<file path="src/rtl/img_pkg.sv">
// Shared constants, state encodings and pixel type for the image pipeline stages.
package img_pkg;

    localparam logic [7:0]  KR         = 8'd77;
    localparam logic [7:0]  KG         = 8'd150;
    localparam logic [7:0]  KB         = 8'd29;
    localparam logic [15:0] LUMA_RND   = 16'd128;
    localparam logic [7:0]  THRESH_DEF = 8'd128;

    typedef enum logic [1:0] {I_IDLE, I_ACK, I_REL} in_state_e;
    typedef enum logic [1:0] {O_IDLE, O_REQ, O_REL} out_state_e;

    typedef struct packed {
        logic [7:0] r;
        logic [7:0] g;
        logic [7:0] b;
    } pix_t;

    function automatic logic [15:0] mul8(input logic [7:0] a, input logic [7:0] k);
        return 16'(a) * 16'(k);
    endfunction

endpackage

</file>
<file path="src/rtl/luma_calc.sv">
// Two-stage luma pipeline: registered coefficient products, then rounded sum >> 8.
module luma_calc
    import img_pkg::*;
(
    input  logic       clk,
    input  logic       rst_n,
    input  logic [7:0] r,
    input  logic [7:0] g,
    input  logic [7:0] b,
    input  logic       in_valid,
    output logic [7:0] y,
    output logic       out_valid
);

    localparam int STAGES = 2;

    logic [15:0]       pr_q, pg_q, pb_q, pr_d, pg_d, pb_d;
    logic [15:0]       sum;
    logic [7:0]        y_q, y_d;
    logic [STAGES:0]   vld_pipe;
    logic [STAGES:1]   vld_q;

    assign vld_pipe = {vld_q, in_valid};

    // Worst case 65408 fits in 16 bits, so the top byte saturates at 255 by itself.
    always_comb begin
        pr_d = mul8(r, KR);
        pg_d = mul8(g, KG);
        pb_d = mul8(b, KB);
        sum  = pr_q + pg_q + pb_q + LUMA_RND;
        y_d  = 8'(sum >> 8);
    end

    always_ff @(posedge clk or negedge rst_n) begin
        if (!rst_n) begin
            pr_q  <= '0;
            pg_q  <= '0;
            pb_q  <= '0;
            y_q   <= '0;
            vld_q <= '0;
        end else begin
            vld_q <= vld_pipe[STAGES-1:0];
            if (vld_pipe[0]) begin
                pr_q <= pr_d;
                pg_q <= pg_d;
                pb_q <= pb_d;
            end
            if (vld_pipe[1]) y_q <= y_d;
        end
    end

    assign y         = y_q;
    assign out_valid = vld_q[STAGES];

endmodule

</file>
<file path="src/rtl/rgb_to_gray.sv">
// B,G,R byte stream to luma + threshold bit, four-phase handshakes on both sides,
// with per-frame pixel count and a sticky flag for truncated trailing pixels.
module rgb_to_gray
    import img_pkg::*;
#(
    parameter logic [7:0] THRESH = THRESH_DEF,
    parameter int         CNT_W  = 17
) (
    input  logic             clk,
    input  logic             rst_n,
    input  logic             im_start,
    input  logic             im_work,
    input  logic [7:0]       im_data,
    output logic             om_ack,
    output logic             om_start,
    output logic             om_work,
    output logic [7:0]       om_data,
    output logic             om_bin,
    input  logic             im_ack,
    output logic [CNT_W-1:0] om_pix_cnt,
    output logic             om_frag
);

    localparam logic [CNT_W-1:0] CNT_ONE = {{(CNT_W-1){1'b0}}, 1'b1};

    in_state_e        in_state_q, in_state_d;
    out_state_e       out_state_q, out_state_d;
    logic [1:0]       byte_cnt_q, byte_cnt_d;
    pix_t             pix_q, pix_d;
    logic             pix_vld_q, pix_vld_d;
    logic             slot_busy_q, slot_busy_d;
    logic             start_q, start_d;
    logic             drain_q, drain_d;
    logic             im_start_q, im_start_d;
    logic             om_ack_q, om_ack_d;
    logic             om_work_q, om_work_d;
    logic [7:0]       om_data_q, om_data_d;
    logic             om_bin_q, om_bin_d;
    logic [CNT_W-1:0] pix_cnt_q, pix_cnt_d;
    logic             frag_q, frag_d;

    logic       in_frame, start_rise, start_fall, slot_free, take, use_byte;
    logic [7:0] y;
    logic       y_vld;

    luma_calc u_luma (
        .clk       (clk),
        .rst_n     (rst_n),
        .r         (pix_q.r),
        .g         (pix_q.g),
        .b         (pix_q.b),
        .in_valid  (pix_vld_q),
        .y         (y),
        .out_valid (y_vld)
    );

    // The slot covers a pixel from R acceptance until downstream releases it,
    // so it guards the pipeline as well as the output register.
    always_comb begin
        in_frame   = start_q && !drain_q;
        start_rise = im_start && !im_start_q && !start_q;
        start_fall = !im_start && im_start_q;
        slot_free  = (out_state_q == O_REL) && !im_ack;
        take       = (in_state_q == I_IDLE) && im_work &&
                     (!in_frame || byte_cnt_q != 2'd2 || !slot_busy_q || slot_free);
        use_byte   = take && in_frame;
        im_start_d = im_start;

        in_state_d = in_state_q;
        case (in_state_q)
            I_IDLE:  if (take) in_state_d = I_ACK;
            I_ACK:   in_state_d = I_REL;
            I_REL:   if (!im_work) in_state_d = I_IDLE;
            default: in_state_d = I_IDLE;
        endcase
        om_ack_d = (in_state_d != I_IDLE);

        pix_d      = pix_q;
        pix_vld_d  = 1'b0;
        byte_cnt_d = byte_cnt_q;
        frag_d     = frag_q;
        if (use_byte) begin
            case (byte_cnt_q)
                2'd0:    begin pix_d.b = im_data; byte_cnt_d = 2'd1; end
                2'd1:    begin pix_d.g = im_data; byte_cnt_d = 2'd2; end
                default: begin pix_d.r = im_data; byte_cnt_d = 2'd0; pix_vld_d = 1'b1; end
            endcase
        end
        // A byte landing on the falling edge counts before the leftover check.
        if (start_fall && byte_cnt_d != 2'd0) begin
            byte_cnt_d = 2'd0;
            frag_d     = 1'b1;
        end
        if (start_rise) begin
            byte_cnt_d = 2'd0;
            frag_d     = 1'b0;
        end

        slot_busy_d = slot_busy_q;
        if (slot_free) slot_busy_d = 1'b0;
        if (pix_vld_d) slot_busy_d = 1'b1;

        out_state_d = out_state_q;
        om_data_d   = om_data_q;
        om_bin_d    = om_bin_q;
        pix_cnt_d   = pix_cnt_q;
        case (out_state_q)
            O_IDLE: if (y_vld) begin
                out_state_d = O_REQ;
                om_data_d   = y;
                om_bin_d    = (y >= THRESH);
            end
            O_REQ: if (im_ack) begin
                out_state_d = O_REL;
                if (pix_cnt_q != '1) pix_cnt_d = pix_cnt_q + CNT_ONE;
            end
            O_REL:   if (!im_ack) out_state_d = O_IDLE;
            default: out_state_d = O_IDLE;
        endcase
        om_work_d = (out_state_d == O_REQ);
        if (start_rise) pix_cnt_d = '0;

        start_d = start_q;
        drain_d = drain_q;
        if (start_rise) start_d = 1'b1;
        if (start_fall && start_q) drain_d = 1'b1;
        if (drain_q && !slot_busy_q && out_state_q == O_IDLE) begin
            start_d = 1'b0;
            drain_d = 1'b0;
        end
    end

    always_ff @(posedge clk or negedge rst_n) begin
        if (!rst_n) begin
            in_state_q  <= I_IDLE;
            out_state_q <= O_IDLE;
            byte_cnt_q  <= '0;
            pix_q       <= '0;
            pix_vld_q   <= 1'b0;
            slot_busy_q <= 1'b0;
            start_q     <= 1'b0;
            drain_q     <= 1'b0;
            im_start_q  <= 1'b0;
            om_ack_q    <= 1'b0;
            om_work_q   <= 1'b0;
            om_data_q   <= '0;
            om_bin_q    <= 1'b0;
            pix_cnt_q   <= '0;
            frag_q      <= 1'b0;
        end else begin
            in_state_q  <= in_state_d;
            out_state_q <= out_state_d;
            byte_cnt_q  <= byte_cnt_d;
            pix_q       <= pix_d;
            pix_vld_q   <= pix_vld_d;
            slot_busy_q <= slot_busy_d;
            start_q     <= start_d;
            drain_q     <= drain_d;
            im_start_q  <= im_start_d;
            om_ack_q    <= om_ack_d;
            om_work_q   <= om_work_d;
            om_data_q   <= om_data_d;
            om_bin_q    <= om_bin_d;
            pix_cnt_q   <= pix_cnt_d;
            frag_q      <= frag_d;
        end
    end

    assign om_ack     = om_ack_q;
    assign om_start   = start_q;
    assign om_work    = om_work_q;
    assign om_data    = om_data_q;
    assign om_bin     = om_bin_q;
    assign om_pix_cnt = pix_cnt_q;
    assign om_frag    = frag_q;

endmodule

</file>
<file path="config.mk">
export PLATFORM = sky130hd
export DESIGN_NAME = rgb_to_gray
export DESIGN_NICKNAME = d
export VERILOG_FILES = /design/src/rtl/img_pkg.sv /design/src/rtl/luma_calc.sv /design/src/rtl/rgb_to_gray.sv
export SDC_FILE = /design/constraint.sdc
export NUM_CORES = 1
export LEC_CHECK = 0
export ABC_CLOCK_PERIOD_IN_PS = 3900
export BUFFER_PORTS_ARGS = -buffer_cell sky130_fd_sc_hd__buf_2
export CAP_MARGIN = 5
export CORE_ASPECT_RATIO = 1.75
export CORE_MARGIN = 10
export CORE_UTILIZATION = 63
export DETAILED_ROUTE_END_ITERATION = 8
export PLACE_DENSITY = 0.89
export REMOVE_ABC_BUFFERS = 1
export SYNTH_ARGS = -nofsm -noshare
export SYNTH_HDL_FRONTEND = slang
export SYNTH_SLANG_ARGS = --single-unit
</file>
<file path="constraint.sdc">
create_clock -name clk -period 3.9 [get_ports clk]
set_input_delay 0.585 -clock clk [delete_from_list [all_inputs] [get_ports clk]]
set_output_delay 0.585 -clock clk [all_outputs]
set_load 0.02 [all_outputs]
</file>
==> results of run 1 <==
cell families after synthesis:
family                     after synthesis
adders and majority gates              165
and+or+nand+nor                        158
DFF                                    117
muxes                                   42
buffers and inverters                  155
AOI/OAI and AO/OA                      136
xor gates and xnor gates                40
worst max-delay path: stages, from the launching register on:
cell	delay, ns
sky130_fd_sc_hd__dfrtp_1	0.46
sky130_fd_sc_hd__ha_1	0.37
sky130_fd_sc_hd__ha_1	0.29
sky130_fd_sc_hd__inv_1	0.05
sky130_fd_sc_hd__fa_1	0.50
sky130_fd_sc_hd__fa_1	0.51
sky130_fd_sc_hd__inv_1	0.04
sky130_fd_sc_hd__ha_1	0.33
sky130_fd_sc_hd__o21a_1	0.21
sky130_fd_sc_hd__a2111oi_2	0.38
sky130_fd_sc_hd__o21bai_1	0.18
sky130_fd_sc_hd__xnor2_1	0.17
sky130_fd_sc_hd__o21ai_0	0.08
final cells by class:
type | count | area share (%)
clock inverters | 13 | 2.327
clock buffers | 19 | 4.706
well taps | 171 | 2.273
multi-input cells | 541 | 51.29
repair buffers | 48 | 2.739
inverters | 139 | 5.544
flip-flops and latches | 117 | 31.12
sequential cells by signal, summed over array words and instances, names as in the netlist, 2 cells and up:
| name | count |
|---|---|
| u_luma.y | 8 |
| in_state_q | 2 |
| u_luma.pg_q | 15 |
| om_data | 8 |
| u_luma.pr_q | 15 |
| out_state_q | 2 |
| u_luma.vld_q | 2 |
| pix_q | 24 |
| u_luma.pb_q | 13 |
| byte_cnt_q | 2 |
| om_pix_cnt | 17 |
cells in the final DEF (no fill, tap or decap), types with 7 or more instances in the layout:
cell type                   count
sky130_fd_sc_hd__inv_1        139
sky130_fd_sc_hd__ha_1         127
sky130_fd_sc_hd__dfrtp_1      116
sky130_fd_sc_hd__nand2_1       54
sky130_fd_sc_hd__o21ai_0       48
sky130_fd_sc_hd__nor2_1        47
sky130_fd_sc_hd__buf_2         41
sky130_fd_sc_hd__fa_1          38
sky130_fd_sc_hd__mux2_2        34
sky130_fd_sc_hd__a21oi_1       30
sky130_fd_sc_hd__xnor2_1       20
sky130_fd_sc_hd__xor2_1        20
sky130_fd_sc_hd__clkbuf_16     17
sky130_fd_sc_hd__nand3_1       10
sky130_fd_sc_hd__or3_1         10
sky130_fd_sc_hd__nand4_1        7
sky130_fd_sc_hd__buf_4          7
routing by layer:
metal,up-vias,global-route usage [%]
met4,0,14.02
met2,165,41.40
li1,2826,-
met3,75,5.069
met5,-,0
met1,2995,21.13
through the flow:
step / cell area, µm² / total power, mW / std cells
floorplan: 8262 / 4.782 / 797
global placement: 8740 / 5.481 / 1016
detailed placement: 8740 / 5.723 / 1016
CTS: 9402 / 7.705 / 1048
global route: 9412 / 8.400 / 1048
finish: 9412 / 7.698 / 1048
power by group through the flow:
stage | Sequential, mW | Clock [mW] | Combinational [mW]
CTS | 1.71 | 1.77 | 4.23
global route | 1.74 | 1.82 | 4.83
floorplan | 1.66 | 0 | 3.12
finish | 1.72 | 1.76 | 4.22
detailed placement | 1.72 | 0 | 4.00
global placement | 1.71 | 0 | 3.77
final timing paths:
kind                                 start               to  cells after the start
setup / recovery                 pix_q[20]  u_luma.pr_q[12]                     12
hold / removal                       rst_n      u_luma.y[6]                      1
setup reg to reg                 pix_q[20]  u_luma.pr_q[12]                     12
hold reg to reg            u_luma.pr_q[11]  u_luma.pr_q[11]                      2
max in group asynchronous            rst_n        pix_q[14]                      2
min in group clk                  im_start       im_start_q                      1
==> run metrics, run 1 <==
flip-flop and latch count after synthesis between 100 and 150; combined global-route utilization of all metal layers 22.18%; simple-gate area share of the yosys netlist under 10%; horizontal die dimension about 110 µm; top post-synthesis cells by count sky130_fd_sc_hd__inv_1 (139), sky130_fd_sc_hd__ha_1 (127), sky130_fd_sc_hd__dfrtp_1 (117), sky130_fd_sc_hd__nand2_1 (54), sky130_fd_sc_hd__o21ai_0 (49); portion of total power attributed to combinational logic between 50 and 60%; Routed wire per std cell about 18 µm; Die Y-Extent approximately 170 µm; Max Fclk about 270 MHz; hold bufs inserted after CTS 0; Detail Route met3 WL 806 µm; number of fill cells roughly 850; root buffer cell sky130_fd_sc_hd__clkbuf_16; area inside the core boundary ~0.013 mm²; share of flip-flops with an asynchronous set or reset after synthesis 100.0%; kind of start point of the critical path flop; clock-pin slew reported for the worst setup and hold paths after clock tree synthesis approximately 0.060 ns; adder-cell share of the synthesized area 28.20%; buffers inserted during post-CTS setup optimization 0; vias per cell between 5 and 6; number of clock sinks between 100 and 150; worst vdd rail ir drop approximately 780 µV; post-synthesis area per instance just over 10 µm²; number of detailed-route iterations in the first pass 4; global-route wire length before repair ~32000 µm; combinational family with the most area after synthesis adder cells; net switching power figure 3.303 mW; critical path capture point type flop; row count between 50 and 60; setup total negative slack 0 ns; share of the core filled with cells 72.75%; ys flop type sky130_fd_sc_hd__dfrtp_1; fraction of the yosys area taken by sequential cells 35.14%; most instantiated library cell after synthesis sky130_fd_sc_hd__inv_1; initial antenna violation count 0; Hold Path Class input pin to asynchronous set/reset pin; proportion of layout cells with a drive suffix above 1 between 15 and 20%; number of synthesized flops with an enable pin 0; cell area after synthesis 0.008333 mm²; min Tclk post-route between 3 and 4 ns; unrepaired setup endpoints after global routing no; total routed wirelength just under 20000 µm; iteration-0 DRC count of the detailed router 340; required time of the worst setup path about 4.2 ns; top cell type's share of synthesized area a little over a third; pin count of the biggest net entering global routing 68; slew of the pin with the lowest slew margin around 1.2 ns; number of gates given a new drive strength after cts 0; cell types with the largest area share after synthesis sky130_fd_sc_hd__dfrtp_1 (35%), sky130_fd_sc_hd__ha_1 (19%), sky130_fd_sc_hd__fa_1 (9.1%); final count of negative-setup-slack endpoints 0; xor/xnor share of the synthesized area around 4.2%; initial core utilization approximately 64%; sequential cell area 0.002929 mm²; TritonCTS clock tree yes; IO Port Bufs 42; wire length on met1 approximately 6800 µm; sequential fraction of design power between 20% and 30%; vias in the first global route around 6600; synth warn 0; critical-path maximum fanout 5; maximum capacitance violations 0; minimum setup slack among reg-to-reg paths roughly 0.17 ns; switching power share of the total 42.91%; floorplan die area between 0.015 and 0.02 mm²; met2 wire length about 11000 µm; highest layer used for signal routing met4; cell taking the most area after synthesis sky130_fd_sc_hd__dfrtp_1; via count slightly above 6000; layout-stage area growth over the synthesis result 12.94%; design internal power approximately 4.4 mW; last weighted congestion value of the routability-driven placer about 0.86; number of distinct standard cells referenced by the synthesized netlist a little over 60; Clock Power Share between 20% and 30%; Power per Cell Area ~800 mW/mm²; CP Class flop to flop; number of antenna repair diodes 0; total half-perimeter wirelength after legalization and detailed placement 13640 µm; Post-Syn Instances 813; clock skew after layout 0.01260 ns; buffer levels on the longest clock path 2; post-placement setup slack 0.1975 ns; area taken by multi-input logic gates just under 0.005 mm²; final worst-path cycle share between 90% and 100%; number of design rule violations left after detail routing 0; Worst Path Arrival about 4 ns; worst setup slack after layout 0.1740 ns; clock insertion delay at the later pin of the skew report approximately 0.43 ns; mux share of post-synthesis cell area between 5 and 6%; static power due to leakage 5.137 nW; Post-Route Hold Slack a little under 0.2 ns; number of max-slew violations in the final report 0; TritonCTS Buffers 17; # IOs 43; number of endpoints with negative hold slack in the final report 0; share of the synthesized area in compound gates (AO/OA/AOI/OAI) roughly a tenth; net count reported at finish 1042; run status complete, no violations; post-route ant nets 0; count of H-tree levels built during CTS 4; total overflow reported by the global router 0; Slew HR between 15 and 20%
No activity file was read; power rests on OpenSTA's default activity.
==> inputs of run 2 (changes only) <==
--- a/config.mk
+++ b/config.mk
@@ -5,7 +5,7 @@
 export SDC_FILE = /design/constraint.sdc
 export NUM_CORES = 1
 export LEC_CHECK = 0
-export ABC_CLOCK_PERIOD_IN_PS = 3900
+export ABC_CLOCK_PERIOD_IN_PS = 4050
 export BUFFER_PORTS_ARGS = -buffer_cell sky130_fd_sc_hd__buf_2
 export CAP_MARGIN = 5
 export CORE_ASPECT_RATIO = 1.75
@@ -16,4 +16,5 @@
 export REMOVE_ABC_BUFFERS = 1
 export SYNTH_ARGS = -nofsm -noshare
 export SYNTH_HDL_FRONTEND = slang
+export SYNTH_HIERARCHICAL = 1
 export SYNTH_SLANG_ARGS = --single-unit
==> constraint.sdc (replaced) <==
create_clock -name clk -period 4.05 [get_ports clk]
set_input_delay 0.6075 -clock clk [delete_from_list [all_inputs] [get_ports clk]]
set_output_delay 0.6075 -clock clk [all_outputs]
set_load 0.02 [all_outputs]
==> run 2 against run 1 <==
  * Count of clock-buffer cells in the layout down 2
  * Routed wire length grew 14%
  * Critical path depth unchanged
  * Area after synthesis is 4.5% higher
  * Synthesized cell count grew 2.7%
  * Cell count rose by 2.0%
  * Die area increased by 3.8%
  * Clock power decreased by 12%
  * Critical path type unchanged
  * Critical endpoint is now u_luma/pg_q[14]
==> run metrics, run 2 <==
initial antenna violation count 0 (unchanged); Finished Cell Area 0.009694 mm² (was 0.009412 mm²); total overflow reported by the global router 0 (unchanged); Die Y-Extent 175.5 µm (was 172.1 µm); iteration-0 DRC count of the detailed router 440 (was 340); post-placement setup slack 0.3523 ns (was 0.1975 ns); combined global-route utilization of all metal layers 24.10% (was 22.18%); unrepaired setup endpoints after global routing no (unchanged); number of distinct standard cells referenced by the synthesized netlist 72 (was 62); vias per cell 6.298 (was 5.783); post-synthesis area per instance 10.43 µm² (was 10.25 µm²); number of detailed-route iterations in the first pass 6 (was 4); via count 6733 (was 6061); most used cells in the layout excluding fill and tap cells sky130_fd_sc_hd__inv_1 (127), sky130_fd_sc_hd__ha_1 (127), sky130_fd_sc_hd__dfrtp_1 (116) (was sky130_fd_sc_hd__inv_1 (139), sky130_fd_sc_hd__ha_1 (127), sky130_fd_sc_hd__dfrtp_1 (116)); count of H-tree levels built during CTS 4 (unchanged); number of max-slew violations in the final report 0 (unchanged); initial core utilization 64.74% (was 64.41%); Power per Cell Area 792.3 mW/mm² (was 817.9 mW/mm²); cell types with the largest area share after synthesis sky130_fd_sc_hd__dfrtp_1 (34%), sky130_fd_sc_hd__ha_1 (18%), sky130_fd_sc_hd__fa_1 (8.7%) (was sky130_fd_sc_hd__dfrtp_1 (35%), sky130_fd_sc_hd__ha_1 (19%), sky130_fd_sc_hd__fa_1 (9.1%)); Post-Syn Instances 835 (was 813); row count 56 (was 55); register name with the most flops pix_q (unchanged); final non-filler cell total 1069 (was 1048); number of gates given a new drive strength after cts 0 (unchanged); IO Port Bufs 42 (unchanged); clock insertion delay at the later pin of the skew report 0.43 ns (about the same); layout-stage area growth over the synthesis result 11.31% (was 12.94%); vias in the first global route 7250 (was 6640); cell taking the most area after synthesis sky130_fd_sc_hd__dfrtp_1 (unchanged); number of fill cells 874 (was 851); critical-path maximum fanout 5 (unchanged); area inside the core boundary 0.01345 mm² (was 0.01294 mm²); Routed wire per std cell 20.54 µm (was 18.33 µm); root buffer cell sky130_fd_sc_hd__clkbuf_16 (unchanged); setup total negative slack 0 ns (unchanged); Hold Path Class input pin to asynchronous set/reset pin (unchanged); last weighted congestion value of the routability-driven placer 0.9189 (was 0.8631); pin count of the biggest net entering global routing 64 (was 68); number of design rule violations left after detail routing 0 (unchanged); CP Class flop to flop (unchanged); buffer levels on the longest clock path 2 (unchanged); clock-pin slew reported for the worst setup and hold paths after clock tree synthesis 0.06 ns (about the same); number of flip-flops in the largest register 24 (unchanged); cell area after synthesis 0.008710 mm² (was 0.008333 mm²); worst setup slack after layout 0.2357 ns (was 0.1740 ns); proportion of layout cells with a drive suffix above 1 15.20% (was 15.62%); critical path capture point type flop (unchanged); hold bufs inserted after CTS 0 (unchanged); number of endpoints with negative hold slack in the final report 0 (unchanged); Worst Path Arrival 4.15 ns (was 4.00 ns); top cell type's share of synthesized area 33.62% (was 35.14%); horizontal die dimension 108.9 µm (was 106.9 µm); final worst-path cycle share 94.18% (was 95.54%); kind of start point of the critical path flop (unchanged); worst reg2reg path startpoint pix_q[12] (was pix_q[20]); ys flop type sky130_fd_sc_hd__dfrtp_1 (unchanged); total routed wirelength 21960 µm (was 19210 µm); static power due to leakage 5.187 nW (was 5.137 nW); clock skew after layout 0.01319 ns (was 0.01260 ns); fraction of the yosys area taken by sequential cells 33.62% (was 35.14%); required time of the worst setup path 4.39 ns (was 4.17 ns); TritonCTS Buffers 17 (unchanged); Max Fclk 262.2 MHz (was 268.4 MHz); slew of the pin with the lowest slew margin 1.177 ns (was 1.241 ns); net count reported at finish 1060 (was 1042); post-route ant nets 0 (unchanged); run status complete, no violations (unchanged); worst vdd rail ir drop 612.9 µV (was 778.5 µV); synth warn 6 (was 0); TritonCTS clock tree yes (unchanged); share of flip-flops with an asynchronous set or reset after synthesis 100.0% (unchanged); flip-flop and latch count after synthesis 117 (unchanged); total half-perimeter wirelength after legalization and detailed placement 15660 µm (was 13640 µm); floorplan die area 0.01911 mm² (was 0.01841 mm²); min Tclk post-route 3.814 ns (was 3.726 ns); # IOs 43 (unchanged); final count of negative-setup-slack endpoints 0 (unchanged); number of clock sinks 117 (unchanged); global-route wire length before repair 36240 µm (was 32130 µm); cell area after placement 0.009090 mm² (was 0.008740 mm²); buffers inserted during post-CTS setup optimization 0 (unchanged); Slew HR 20.43% (was 16.92%); top post-synthesis cells by count sky130_fd_sc_hd__ha_1 (127), sky130_fd_sc_hd__inv_1 (127), sky130_fd_sc_hd__dfrtp_1 (117), sky130_fd_sc_hd__nand2_1 (44), sky130_fd_sc_hd__nor2_1 (43) (was sky130_fd_sc_hd__inv_1 (139), sky130_fd_sc_hd__ha_1 (127), sky130_fd_sc_hd__dfrtp_1 (117), sky130_fd_sc_hd__nand2_1 (54), sky130_fd_sc_hd__o21ai_0 (49)); number of synthesized flops with an enable pin 0 (unchanged); number of antenna repair diodes 0 (unchanged); maximum capacitance violations 0 (unchanged); cell count after placement 1037 (was 1016); beginning of the critical path pix_q[12] (was pix_q[20])
## run 2: report_power, final
group / internal (mW) / switching [mW]
Combinational: 1.83 / 2.67
Sequential: 1.38 / 0.258
Clock: 0.968 / 0.581
Total: 4.18 / 3.51
## run 2: path summary, 6_finish.rpt
check,end,slack [ns],cells after the start
max,u_luma/pg_q[14],0.24,12
min,u_luma/pg_q[14],0.27,1
max reg2reg,u_luma/pg_q[14],0.24,12
min reg2reg,u_luma/y[5],0.49,1
max in group asynchronous,om_pix_cnt[15],2.99,2
min in group clk,im_start_q,0.35,1
## run 2: logic make-up after synthesis
logic type               synth area share, %
AO/OA/AOI/OAI                          13.03
XOR/XNOR                               3.074
adder cells (fa/ha/maj)                26.98
buffers and inverters                  6.565
flip-flops                             33.62
multiplexers                           6.508
AND/OR/NAND/NOR                        10.23
## run 2: final cells by class
cell class              instances  area [µm²]  share of cell area (%)
clock inverters                15       178.9                   1.846
multi-input cells             573        5215                   53.79
well taps                     174       217.7                   2.246
repair buffers                 45       247.7                   2.556
flip-flops and latches        117        2929                   30.21
clock buffers                  17       425.4                   4.388
inverters                     128       480.5                   4.956
## run 2: critical path, cell delays in order (launching register included)
cell	delay, ns
sky130_fd_sc_hd__dfrtp_1	0.44
sky130_fd_sc_hd__ha_1	0.32
sky130_fd_sc_hd__ha_1	0.28
sky130_fd_sc_hd__inv_1	0.05
sky130_fd_sc_hd__fa_1	0.49
sky130_fd_sc_hd__fa_1	0.51
sky130_fd_sc_hd__inv_1	0.04
sky130_fd_sc_hd__ha_1	0.32
sky130_fd_sc_hd__o21ai_0	0.33
sky130_fd_sc_hd__a21boi_1	0.17
sky130_fd_sc_hd__a2111oi_0	0.47
sky130_fd_sc_hd__o211ai_1	0.13
sky130_fd_sc_hd__a31oi_1	0.18
## run 2: per-layer routing
| layer | GRT usage (%) | wire length (µm) | vias up |
|---|---|---|---|
| li1 | - | - | 3021 |
| met1 | 24.32 | 7629 | 3341 |
| met2 | 43.05 | 11830 | 280 |
| met3 | 4.362 | 1012 | 91 |
| met4 | 16.34 | 1489 | 0 |
| met5 | 0 | 0 | - |
## run 2: metrics by stage
step / hold slack [ns] / util (%) / total power, mW
finish: 0.2713 / 72.06 / 7.681
detailed placement: 0.4731 / 67.57 / 5.865
global placement: 0.4548 / 67.57 / 5.613
floorplan: 0.3119 / - / 4.786
CTS: 0.3135 / 72.06 / 7.595
global route: 0.3418 / 72.06 / 8.247
